### config.mk
export PLATFORM = sky130hd
export DESIGN_NAME = valve_zone_sequencer
export DESIGN_NICKNAME = d
export VERILOG_FILES = /design/src/rtl/sprinkler_pkg.sv /design/src/rtl/zone_demux.sv /design/src/rtl/valve_zone_sequencer.sv
export SDC_FILE = /design/constraint.sdc
export NUM_CORES = 1
export LEC_CHECK = 0
export CORE_ASPECT_RATIO = 1.1
export CORE_MARGIN = 1.5
export CORE_UTILIZATION = 52
export DETAILED_ROUTE_END_ITERATION = 10
export PLACE_DENSITY = 0.9
export SYNTH_ARGS = -nofsm -noshare
export SYNTH_HDL_FRONTEND = slang
export SYNTH_SLANG_ARGS = --single-unit
### constraint.sdc
create_clock -name clk -period 2.52 [get_ports clk]
set_input_delay 0.252 -clock clk [delete_from_list [all_inputs] [get_ports clk]]
set_output_delay 0.252 -clock clk [all_outputs]
set_load 0.02 [all_outputs]
### src/rtl/sprinkler_pkg.sv
// sprinkler_pkg: shared sequencer states, zone sizing and lowest-zone helper
package sprinkler_pkg;
  localparam int NUM_ZONES = 4;
  localparam int ZONE_W = 2;
  localparam int DEF_DUR_W = 8;
  typedef enum logic [2:0] {
    IDLE = 3'd0,
    SEL  = 3'd1,
    RUN  = 3'd2,
    GAP  = 3'd3,
    DONE = 3'd4
  } state_t;
  function automatic logic [ZONE_W-1:0] lowest_zone(input logic [NUM_ZONES-1:0] m);
    lowest_zone = '0;
    for (int i = NUM_ZONES - 1; i >= 0; i--)
      if (m[i]) lowest_zone = ZONE_W'(i);
  endfunction
endpackage

### src/rtl/zone_demux.sv
// zone_demux: 2-to-4 decoder with enable driving one valve line
module zone_demux
  import sprinkler_pkg::*;
(
  input  logic [ZONE_W-1:0]    s,
  input  logic                 en,
  output logic [NUM_ZONES-1:0] y
);
  always_comb y = en ? NUM_ZONES'(1) << s : '0;
endmodule

### src/rtl/valve_zone_sequencer.sv
// valve_zone_sequencer: steps through masked zones, one valve open at a time
module valve_zone_sequencer
  import sprinkler_pkg::*;
#(
  parameter int DUR_W = DEF_DUR_W
) (
  input  logic                 clk,
  input  logic                 rst,
  input  logic                 tick,
  input  logic                 start,
  input  logic                 stop,
  input  logic [NUM_ZONES-1:0] zone_mask,
  input  logic [DUR_W-1:0]     dur,
  output logic [NUM_ZONES-1:0] valve,
  output logic [ZONE_W-1:0]    zone,
  output logic                 busy,
  output logic                 done
);
  state_t state_q, state_d;
  logic [NUM_ZONES-1:0] mask_q, mask_d;
  logic [DUR_W-1:0] dur_q, dur_d, cnt_q, cnt_d;
  logic [ZONE_W-1:0] zone_q, zone_d;
  always_comb begin
    state_d = state_q;
    mask_d = mask_q;
    dur_d = dur_q;
    cnt_d = cnt_q;
    zone_d = zone_q;
    case (state_q)
      IDLE: if (start) begin
        mask_d = zone_mask;
        dur_d = dur;
        zone_d = '0;
        state_d = (zone_mask == '0 || dur == '0) ? DONE : SEL;
      end
      SEL: if (stop) state_d = DONE;
      else if (|mask_q) begin
        zone_d = lowest_zone(mask_q);
        cnt_d = dur_q;
        state_d = RUN;
      end else state_d = DONE;
      RUN: if (stop) state_d = DONE;
      else if (tick) begin
        // guarded decrement keeps cnt from wrapping below zero
        cnt_d = (cnt_q != '0) ? cnt_q - DUR_W'(1) : cnt_q;
        if (cnt_q == DUR_W'(1)) begin
          mask_d[zone_q] = 1'b0;
          state_d = GAP;
        end
      end
      GAP: state_d = stop ? DONE : SEL;
      DONE: state_d = IDLE;
      default: state_d = IDLE;
    endcase
  end
  always_ff @(posedge clk) begin
    if (rst) begin
      state_q <= IDLE;
      mask_q <= '0;
      dur_q <= '0;
      cnt_q <= '0;
      zone_q <= '0;
    end else begin
      state_q <= state_d;
      mask_q <= mask_d;
      dur_q <= dur_d;
      cnt_q <= cnt_d;
      zone_q <= zone_d;
    end
  end
  zone_demux u_demux (
    .s  (zone_q),
    .en (state_q == RUN),
    .y  (valve)
  );
  assign zone = zone_q;
  assign busy = state_q inside {SEL, RUN, GAP};
  assign done = state_q == DONE;
endmodule

==> summary.md, run 1 <==
| Metric | Value |
|---|---|
| Vias | `1383` |
| Cts hold-fix bufs | `0` |
| Area Overhead vs Synth | `18.7%` |
| Vias in the first global route | `1328` |
| CP Launch Type | `flop` |
| Worst hold slack | `0.474 ns` |
| Fin nets | `216` |
| Worst Hold Class | `reg -> reg` |
| Mapped Area | `1410 um^2` |
| Ports | `25` |
| Yosys top cell area share | `35.4%` |
| Main combinational cell family by area after synthesis | `simple AND/OR/NAND/NOR gates` |
| Synth Area in Adders | `1.77%` |
| #FFs+latches synth | `25` |
| Port Buf Inserts | `24` |
| Largest net degree at the start of global routing | `30` |
| Pre-CTS setup slack | `0.216 ns` |
| Status | `finished clean` |
| Pre-antenna DRT Iters | `4` |
| Top_reg_cell synth | `dfxtp_1` |
| Clock skew | `0.00705 ns` |
| Post-synthesis sequential area ratio | `35.4%` |
| CTS tree | `built` |
| YS warnings | `0` |
| Slew @ Worst Pin | `0.629 ns` |
| Total GRT Usage | `25.3%` |
| Mapped Cells | `178` |
| Synth Net Count | `197` |
| Post-synthesis cell type count | `45` |
| Fmax | `415 MHz` |
| Cell taking the most area after synthesis | `dfxtp_1` |
| Setup total negative slack | `0 ns` |
| Ant diodes | `0` |
| Slew headroom | `57.0%` |
| Count of pins over their slew limit | `0` |
| Number of flops mapped to enable cells by yosys | `0` |
| Drt first-iter violations | `47` |
| Total Routed Length | `3.43 mm` |
| Later-pin clock latency in the skew report | `0.33 ns` |
| Commonest cells post-synth | `25 x dfxtp_1, 19 x a21oi_1, 19 x nand2_1, 18 x nor2_1, 9 x clkbuf_1` |
| Die Ht | `57.7 um` |
| Crit path DAT | `2.16 ns` |
| HPWL after detailed placement | `2.53 mm` |
| Largest cells by area after synthesis | `dfxtp_1 35%, a21oi_1 6.7%, nand2_1 5.0%, nor2_1 4.8%, o32ai_1 4.3%` |
| Vias/cell | `6.09` |
| Final core occ | `66.0%` |
| Total CTS buffers | `3` |
| Initial antenna violation count | `0` |
| RSZ-0062 raised after global routing | `no` |
| Die area | `3040 um^2` |
| Worst VDD drop | `0.476 mV` |
| Maximum fanout along the worst path | `10` |
| Setup Fix Bufs, Post-CTS | `0` |
| Row cnt | `19` |
| Setup crit end kind | `output port` |
| Final Wtd Congestion | `0.849` |
| Design Area, Final | `1680 um^2` |
| WL per Instance | `15.1 um` |
| Clock slew at reported path FFs | `0.14 ns` |
| Die X | `52.7 um` |
| Count leader, synth | `dfxtp_1` |
| Initial Utilization | `55.6%` |
| Xor/xnor share of the synthesized area | `0%` |
| Avg Inst Size Synth | `7.94 um^2` |
| Worst-case clock buffer depth | `2` |
| CTS Root Cell | `clkbuf_4` |
| CTS H-tree lvls | `1` |
| Synth Area in Simple Gates | `28.6%` |
| Post-synthesis compound-gate area fraction | `26.1%` |
| Final Hold Vio Count | `0` |
| Leak | `0.603 nW` |
| Finish-stage setup viols | `0` |
| Slowest Stage Delay on Critical Path | `0.64 ns` |
| Sink Count | `25` |
| Residual DRC | `0` |
| Setup CP Type | `reg -> out` |
| Share of post-route cells with drive strength above 1 | `7.65%` |
| First-pass GRT wire length | `5.87 mm` |
| Tcrit/Tclk final | `95.7%` |
| CP required | `2.27 ns` |
| Crit path cell chain | `or3b_2, nor3_1, clkdlybuf4s50_1` |
| Fin worst setup slack | `0.109 ns` |
| Routed Antenna Nets | `0` |
| Async SR Flop Fraction | `0%` |
| Area post-placement | `1650 um^2` |
| Min Tclk post-route | `2.41 ns` |
| Post-synthesis mux area share | `0.708%` |
| Gr ovfl total | `0` |
| Core area | `2540 um^2` |
| Max-cap viol count | `0` |
| PwrDens | `498 nW/um^2` |
| CP max-delay cell | `clkdlybuf4s50_1` |
==> registers in the layout, summed over array words and instances, names as in the netlist <==
| signal | flops |
|---|---|
| cnt_q | 8 |
| state_q | 3 |
| zone | 2 |
| mask_q | 4 |
| dur_q | 8 |
==> cells in the final DEF (no fill, tap or decap), types with 5 or more instances in the layout <==
cell / instances
o32ai_1: 7
inv_1: 6
buf_4: 5
nand2b_1: 6
dfxtp_1: 24
nor4_1: 8
clkdlybuf4s50_1: 23
a21oi_1: 19
nand2_1: 19
nor2_1: 18
==> logic make-up (layout without fill, tap and decap cells) <==
| family | count (synthesis) | after routing |
|---|---|---|
| compound gates | 53 | 53 |
| fa+ha+maj | 2 | 2 |
| buf+inv | 21 | 39 |
| flops | 25 | 25 |
| mux | 1 | 1 |
| simple gates | 76 | 76 |
==> worst max-delay path, delay by kind of cell, from the launching register on <==
kind | cells | cell delay [ns]
simple gates | 2 | 0.75
buf+inv | 1 | 0.64
flops | 1 | 0.43
==> layout make-up <==
cell class / count / area (um^2)
repair buffers: 29 / 280
clock buffers: 4 / 26.3
multi-input cells: 132 / 808
inverters: 6 / 22.5
well taps: 31 / 38.8
flip-flops and latches: 25 / 502
fillers: 211 / 866
==> where the power goes <==
| part | internal (W) | total, W | leakage, nW | switching, W |
|---|---|---|---|---|
| logic | 0.0000930 | 0.000198 | 0.384 | 0.000105 |
| clock network | 0.0000622 | 0.000188 | 0.0150 | 0.000125 |
| registers | 0.000422 | 0.000451 | 0.205 | 0.0000288 |
==> per-layer routing <==
| layer | global-route usage, % | vias to the layer above | routed length (um) |
|---|---|---|---|
| met5 | 0 | - | 0 |
| met4 | 9.89 | 0 | 57 |
| met3 | 2.32 | 5 | 220 |
| met2 | 39.1 | 63 | 1590 |
| met1 | 36.6 | 630 | 1560 |
| li1 | - | 685 | - |
==> repair_timing <==
| item | 4_1_cts | 5_1_grt |
|---|---|---|
| setup endpoints to repair | 1 | 1 |
| pin swaps | 0 | 0 |
| endpoints found under the hold margin | 0 | 0 |
| resized for setup | 1 | 1 |
==> final timing paths <==
check / startpoint / endpoint / slack, ns / cells past startpoint
worst max register to register: state_q[0]$_SDFFE_PP0P_ / cnt_q[5]$_SDFFE_PP0P_ / 0.30 / 4
worst min register to register: dur_q[0]$_SDFFE_PP0P_ / dur_q[0]$_SDFFE_PP0P_ / 0.47 / 2
worst min-delay path: dur_q[0]$_SDFFE_PP0P_ / dur_q[0]$_SDFFE_PP0P_ / 0.47 / 2
worst max-delay path: state_q[2]$_SDFFE_PP0P_ / valve[0] / 0.11 / 3
==> metrics by stage <==
| stage | std cells | power, W |
|---|---|---|
| 2_1_floorplan | 178 | 0.000583 |
| 3_3_place_gp | 223 | 0.000643 |
| 3_5_place_dp | 223 | 0.000653 |
| 4_1_cts | 227 | 0.000836 |
| 5_1_grt | 227 | 0.000875 |
| 6_report | 227 | 0.000836 |
No activity file was read; power rests on OpenSTA's default activity.
==> run 2: changes to the inputs <==
- ABC_AREA: unset -> 0
- CORE_UTILIZATION: 52 -> 50
- PLACE_DENSITY: 0.9 -> 0.87
- SLEW_MARGIN: unset -> 10
==> run 2 against run 1 <==
Compared with the run above:
- combinational power down 2%
- sequential power about the same
- register-to-register slack barely moved
- worst hold slack worse by 0.0045 ns
- critical path depth stayed put
- power down 1.2%
- non-clock buffer count unchanged
- cell area unchanged
- clock skew is 0.0051 ns higher
- wire length decreased by 3.5%
- highest routed layer unchanged
==> summary.md, run 2 (synthesis results as in run 1) <==
| Metric | Value |
|---|---|
| Max-cap viol count | `0 (unchanged)` |
| Die X | `53.7 um (was 52.7 um)` |
| CTS Root Cell | `clkbuf_4 (unchanged)` |
| Count of pins over their slew limit | `0 (unchanged)` |
| Fmax | `410 MHz (was 415 MHz)` |
| Setup CP Type | `reg -> out (unchanged)` |
| Setup total negative slack | `0 ns (unchanged)` |
| M1 WL | `1.55 mm (was 1.56 mm)` |
| Tcrit/Tclk final | `96.9% (was 95.7%)` |
| Vias | `1370 (was 1383)` |
| Later-pin clock latency in the skew report | `0.32 ns (was 0.33 ns)` |
| Total GRT Usage | `23.6% (was 25.3%)` |
| Final Wtd Congestion | `0.932 (was 0.849)` |
| Fin nets | `216 (unchanged)` |
| Worst-case clock buffer depth | `2 (unchanged)` |
| Clock slew at reported path FFs | `0.15 ns (was 0.14 ns)` |
| Setup crit end kind | `output port (unchanged)` |
| CP required | `2.27 ns (about the same)` |
| Vias in the first global route | `1231 (was 1328)` |
| Sink Count | `25 (unchanged)` |
| Largest net degree at the start of global routing | `30 (unchanged)` |
| Pre-antenna DRT Iters | `4 (unchanged)` |
| Leak | `0.592 nW (was 0.603 nW)` |
| PwrDens | `492 nW/um^2 (was 498 nW/um^2)` |
| WL per Instance | `14.4 um (was 15.1 um)` |
| Register area | `502 um^2 (unchanged)` |
| Total Routed Length | `3.31 mm (was 3.43 mm)` |
| Layout fillers | `239 (was 211)` |
| Row cnt | `20 (was 19)` |
| Maximum fanout along the worst path | `11 (was 10)` |
| Initial Utilization | `51.8% (was 55.6%)` |
| Area Overhead vs Synth | `18.7% (unchanged)` |
| Core area | `2730 um^2 (was 2540 um^2)` |
| CTS H-tree lvls | `1 (unchanged)` |
| Routed wl met2 | `1.63 mm (was 1.59 mm)` |
| Ant diodes | `0 (unchanged)` |
| Met3 wire len | `105 um (was 220 um)` |
| Die Ht | `58.8 um (was 57.7 um)` |
| CP Launch Type | `flop (unchanged)` |
| Initial antenna violation count | `0 (unchanged)` |
| Routed Antenna Nets | `0 (unchanged)` |
| Residual DRC | `0 (unchanged)` |
| Crit path DAT | `2.19 ns (was 2.16 ns)` |
| Top sig layer | `met4 (unchanged)` |
| Slew headroom | `60.6% (was 57.0%)` |
| Vias/cell | `5.98 (was 6.09)` |
| Finish-stage setup viols | `0 (unchanged)` |
| Pwr Total | `0.000826 W (was 0.000836 W)` |
| Port Buf Inserts | `24 (unchanged)` |
| Ports | `25 (unchanged)` |
| RSZ-0062 raised after global routing | `no (unchanged)` |
| Status | `finished clean (unchanged)` |
| First-pass GRT wire length | `5.61 mm (was 5.87 mm)` |
| CTS tree | `built (unchanged)` |
| Drt first-iter violations | `51 (was 47)` |
| Most frequent cells in the layout | `24 x dfxtp_1, 23 x clkdlybuf4s50_1, 19 x a21oi_1, 19 x nand2_1, 18 x nor2_1 (unchanged)` |
| Worst hold slack | `0.470 ns (was 0.474 ns)` |
| Dpl cells | `225 (was 223)` |
| Die area | `3160 um^2 (was 3040 um^2)` |
| Gr ovfl total | `0 (unchanged)` |
| Setup Fix Bufs, Post-CTS | `0 (unchanged)` |
| Multi-input logic area | `808 um^2 (unchanged)` |
| Share of post-route cells with drive strength above 1 | `8.16% (was 7.65%)` |
| Min Tclk post-route | `2.44 ns (was 2.41 ns)` |
| Regs by FF count | `cnt_q (8), dur_q (8), mask_q (4) (unchanged)` |
| Worst Hold Class | `reg -> reg (unchanged)` |
| Clock skew | `0.0121 ns (was 0.00705 ns)` |
| Slew @ Worst Pin | `0.586 ns (was 0.629 ns)` |
| Final Hold Vio Count | `0 (unchanged)` |
| Most common cell after layout, fill and taps aside | `dfxtp_1 (unchanged)` |
| HPWL after detailed placement | `2.52 mm (was 2.53 mm)` |
| Total CTS buffers | `3 (unchanged)` |
| Non-filler cells, final | `229 (was 227)` |
| Worst VDD drop | `0.314 mV (was 0.476 mV)` |
run 2: cell types whose count changed in the layout (fill, tap and decap cells not counted), sizes merged:
cell	previous run	this run
clkbuf	4	3
dlygate4sd2	0	1
dlymetal6s2s	1	0
clkinv	0	1
run 2: path summary, 6_finish.rpt:
| path | cells after the start | from | slack [ns] | to |
|---|---|---|---|---|
| setup / recovery | 3 | state_q[1]$_SDFFE_PP0P_ | 0.08 | valve[0] |
| hold / removal | 2 | dur_q[4]$_SDFFE_PP0P_ | 0.47 | dur_q[4]$_SDFFE_PP0P_ |
| setup reg to reg | 4 | state_q[0]$_SDFFE_PP0P_ | 0.31 | cnt_q[3]$_SDFFE_PP0P_ |
| hold reg to reg | 2 | dur_q[4]$_SDFFE_PP0P_ | 0.47 | dur_q[4]$_SDFFE_PP0P_ |
run 2: power by group:
| group | internal (W) | switching [W] |
|---|---|---|
| sequential | 0.000422 | 0.0000265 |
| clock | 0.0000594 | 0.000124 |
| combinational | 0.0000929 | 0.000101 |
| total | 0.000574 | 0.000252 |
run 2: repair_timing:
item                                   4_1_cts  5_1_grt
endpoints found under the hold margin        0        0
hold buffers                                 0        0
resized for setup                            2        0
setup endpoints to repair                    2        0
run 2: critical path, cell delays in order, from the launching register on:
cell,delay (ns)
dfxtp_2,0.45
or3b_2,0.52
nor3_1,0.23
clkdlybuf4s50_1,0.66
run 2: per-layer routing:
layer,vias up,GRT usage (%)
li1,693,-
met5,-,0
met1,644,33.5
met3,2,2.28
met4,0,8.06
met2,31,36.9
run 2: area by class of cell:
type	count	share of cell area, %
inverters	6	1.34
flip-flops and latches	25	29.9
clock inverters	1	0.298
multi-input cells	132	48.2
well taps	33	2.46
clock buffers	3	1.34
repair buffers	29	16.5
run 2: per-stage QoR:
| stage | setup WS, ns | area (um^2) | utilization, % |
|---|---|---|---|
| CTS | 0.0559 | 1680 | 61.5 |
| global route | 0.0153 | 1680 | 61.5 |
| floorplan | 0.442 | 1410 | - |
| detailed placement | 0.187 | 1650 | 60.5 |
| global placement | 0.295 | 1650 | 60.5 |
| finish | 0.0784 | 1680 | 61.5 |
==> run 3: changes to the inputs <==
--- a/config.mk
+++ b/config.mk
@@ -12,2 +12,3 @@
 export DETAILED_ROUTE_END_ITERATION = 10
+export GPL_ROUTABILITY_DRIVEN = 0
 export PLACE_DENSITY = 0.87
--- a/constraint.sdc
+++ b/constraint.sdc
@@ -3,2 +3,2 @@
 set_output_delay 0.252 -clock clk [all_outputs]
-set_load 0.02 [all_outputs]
+set_load 0.1 [all_outputs]
==> run 3 against run 2 <==
Compared with the run above:
- sequential power is essentially flat
- via count rose by 3.9%
- cell count rose by 0.44%
- wire length increased by 5.7%
- die area stayed put
- global-route usage rose by 0.78 points
- fmax increased by 3.1%
- count of clock-buffer cells in the layout stayed put
- worst setup slack improved by 0.074 ns
- first-iteration DRC count increased by 53%
- clock skew rose by 0.0031 ns
- critical endpoint unchanged
- largest cell class unchanged
- highest routed layer unchanged
==> summary.md, run 3 (synthesis results as in run 1) <==
| Metric | Value |
|---|---|
| Gr ovfl total | `0 (unchanged)` |
| Die Ht | `58.8 um (unchanged)` |
| CP Buf/Inv Count | `1 (unchanged)` |
| Vias | `1424 (was 1370)` |
| CP required | `2.27 ns (about the same)` |
| Crit path DAT | `2.12 ns (was 2.19 ns)` |
| Ant diodes | `0 (unchanged)` |
| Area post-placement | `1710 um^2 (was 1650 um^2)` |
| Pre-antenna DRT Iters | `4 (unchanged)` |
| Fmax | `422 MHz (was 410 MHz)` |
| Total GRT Usage | `24.4% (was 23.6%)` |
| Cts hold-fix bufs | `0 (unchanged)` |
| Regs by FF count | `cnt_q (8), dur_q (8), mask_q (4) (unchanged)` |
| Fin nets | `217 (was 216)` |
| Max-cap viol count | `0 (unchanged)` |
| CTS tree | `built (unchanged)` |
| Ports | `25 (unchanged)` |
| Min Tclk post-route | `2.37 ns (was 2.44 ns)` |
| Sink Count | `25 (unchanged)` |
| PwrDens | `503 nW/um^2 (was 492 nW/um^2)` |
| CP max-delay cell | `or3b_2 (was clkdlybuf4s50_1)` |
| Vias in the first global route | `1322 (was 1231)` |
| Die X | `53.7 um (unchanged)` |
| CTS H-tree lvls | `1 (unchanged)` |
| Status | `finished clean (unchanged)` |
| Drt first-iter violations | `78 (was 51)` |
| Non-filler cells, final | `230 (was 229)` |
| Slew headroom | `62.1% (was 60.6%)` |
| Clock power frac | `21.6% (was 22.2%)` |
| Clock skew | `0.0152 ns (was 0.0121 ns)` |
| Largest net degree at the start of global routing | `30 (unchanged)` |
| Most frequent cells in the layout | `25 x dfxtp_1, 19 x a21oi_1, 19 x nand2_1, 17 x nor2_1, 16 x clkdlybuf4s50_1 (was 24 x dfxtp_1, 23 x clkdlybuf4s50_1, 19 x a21oi_1, 19 x nand2_1, 18 x nor2_1)` |
| CP Launch Type | `flop (unchanged)` |
| Worst Hold Class | `reg -> reg (unchanged)` |
| Design Area, Final | `1730 um^2 (was 1680 um^2)` |
| Slowest Stage Delay on Critical Path | `0.70 ns (was 0.66 ns)` |
| Residual DRC | `0 (unchanged)` |
| Initial antenna violation count | `0 (unchanged)` |
| Count of pins over their slew limit | `0 (unchanged)` |
| Combinational share of power | `26.9% (was 23.5%)` |
| CP top delay family | `simple AND/OR/NAND/NOR gates (unchanged)` |
| Internal Pwr Total | `0.000578 W (was 0.000574 W)` |
| Vias/cell | `6.19 (was 5.98)` |
| Final Hold Vio Count | `0 (unchanged)` |
| Psw | `0.000294 W (was 0.000252 W)` |
| Layout fillers | `247 (was 239)` |
| Tcrit/Tclk final | `93.9% (was 96.9%)` |
| Port Buf Inserts | `24 (unchanged)` |
| Setup crit end kind | `output port (unchanged)` |
| Pwr Total | `0.000872 W (was 0.000826 W)` |
| Row cnt | `20 (unchanged)` |
| Total Routed Length | `3.50 mm (was 3.31 mm)` |
| Register share of total power | `51.5% (was 54.3%)` |
| Clock slew at reported path FFs | `0.15 ns (about the same)` |
| Core area | `2730 um^2 (unchanged)` |
| Die area | `3160 um^2 (unchanged)` |
| Slew @ Worst Pin | `0.564 ns (was 0.586 ns)` |
| First-pass GRT wire length | `5.78 mm (was 5.61 mm)` |
| WL per Instance | `15.2 um (was 14.4 um)` |
| Worst-case clock buffer depth | `2 (unchanged)` |
| Switching share of total power | `33.7% (was 30.5%)` |
| Routed Antenna Nets | `0 (unchanged)` |
| Leak | `0.623 nW (was 0.592 nW)` |
| Setup CP Type | `reg -> out (unchanged)` |
| Most common cell after layout, fill and taps aside | `dfxtp_1 (unchanged)` |
| Worst VDD drop | `0.358 mV (was 0.314 mV)` |
| Pre-CTS setup slack | `0.331 ns (was 0.187 ns)` |
| Crit path cell chain | `or3b_2, nor3_2, buf_12 (was or3b_2, nor3_1, clkdlybuf4s50_1)` |
| Dpl cells | `226 (was 225)` |
| Area Overhead vs Synth | `22.7% (was 18.7%)` |
| Share of post-route cells with drive strength above 1 | `13.7% (was 8.16%)` |
| # resized after CTS | `0 (was 2)` |
| Later-pin clock latency in the skew report | `0.34 ns (was 0.32 ns)` |
| Maximum fanout along the worst path | `18 (was 11)` |
| HPWL after detailed placement | `2.58 mm (was 2.52 mm)` |
| Setup Fix Bufs, Post-CTS | `0 (unchanged)` |
| Finish-stage setup viols | `0 (unchanged)` |
| RSZ-0062 raised after global routing | `no (unchanged)` |
| Fin worst setup slack | `0.153 ns (was 0.0784 ns)` |
| Total CTS buffers | `3 (unchanged)` |
| Initial Utilization | `51.8% (unchanged)` |
| CTS Root Cell | `clkbuf_4 (unchanged)` |
[run 3: changes by cell type in the layout (fill, tap and decap cells not counted), sizes merged]
cell	change
clkdlybuf4s50	-7
buf	+9
dlygate4sd2	-1
[run 3: area by class of cell]
class	instances	area, um^2	share of cell area, %
Timing Repair Buffer	30	315	18.2
Inverter	6	22.5	1.30
Tap cell	33	41.3	2.38
Clock inverter	1	5.00	0.289
Clock buffer	3	22.5	1.30
Sequential cell	25	500	28.9
Multi-Input combinational cell	132	827	47.7
[run 3: worst paths after layout]
kind                                               from                     to  slack [ns]  depth (start not counted)
worst max-delay path            state_q[1]$_SDFFE_PP0P_               valve[0]        0.15                          3
worst min register to register    dur_q[4]$_SDFFE_PP0P_  dur_q[4]$_SDFFE_PP0P_        0.47                          2
worst max register to register  state_q[0]$_SDFFE_PP0P_  cnt_q[7]$_SDFFE_PP0P_        0.21                          4
worst min-delay path              dur_q[4]$_SDFFE_PP0P_  dur_q[4]$_SDFFE_PP0P_        0.47                          2
[run 3: layer usage]
layer | vias up | track usage, % | routed length, um
li1 | 690 | - | -
met1 | 666 | 31.7 | 1590
met2 | 61 | 39.2 | 1660
met3 | 7 | 2.03 | 173
met4 | 0 | 13.2 | 74
met5 | - | 0 | 0
[run 3: power by group through the flow]
| stage | clock [W] | sequential [W] | combinational [W] |
|---|---|---|---|
| floorplan | 0 | 0.000451 | 0.000165 |
| global placement | 0 | 0.000455 | 0.000224 |
| CTS | 0.000188 | 0.000448 | 0.000232 |
| global route | 0.000200 | 0.000453 | 0.000255 |
| detailed placement | 0 | 0.000457 | 0.000231 |
| finish | 0.000189 | 0.000449 | 0.000235 |
[run 3: metrics by stage]
stage          util, %  TNS [ns]  hold slack (ns)
6_report          63.6         0            0.469
5_1_grt           63.6         0            0.493
4_1_cts           63.6         0            0.469
3_5_place_dp      62.6         0            0.450
3_3_place_gp      62.6         0            0.445
2_1_floorplan        -    -0.301            0.388
[run 3: tightest hold or removal path, cell delays in order, from the launching register on]
cell     delay (ns)
dfxtp_1        0.33
nand2_1        0.05
a21oi_1        0.06
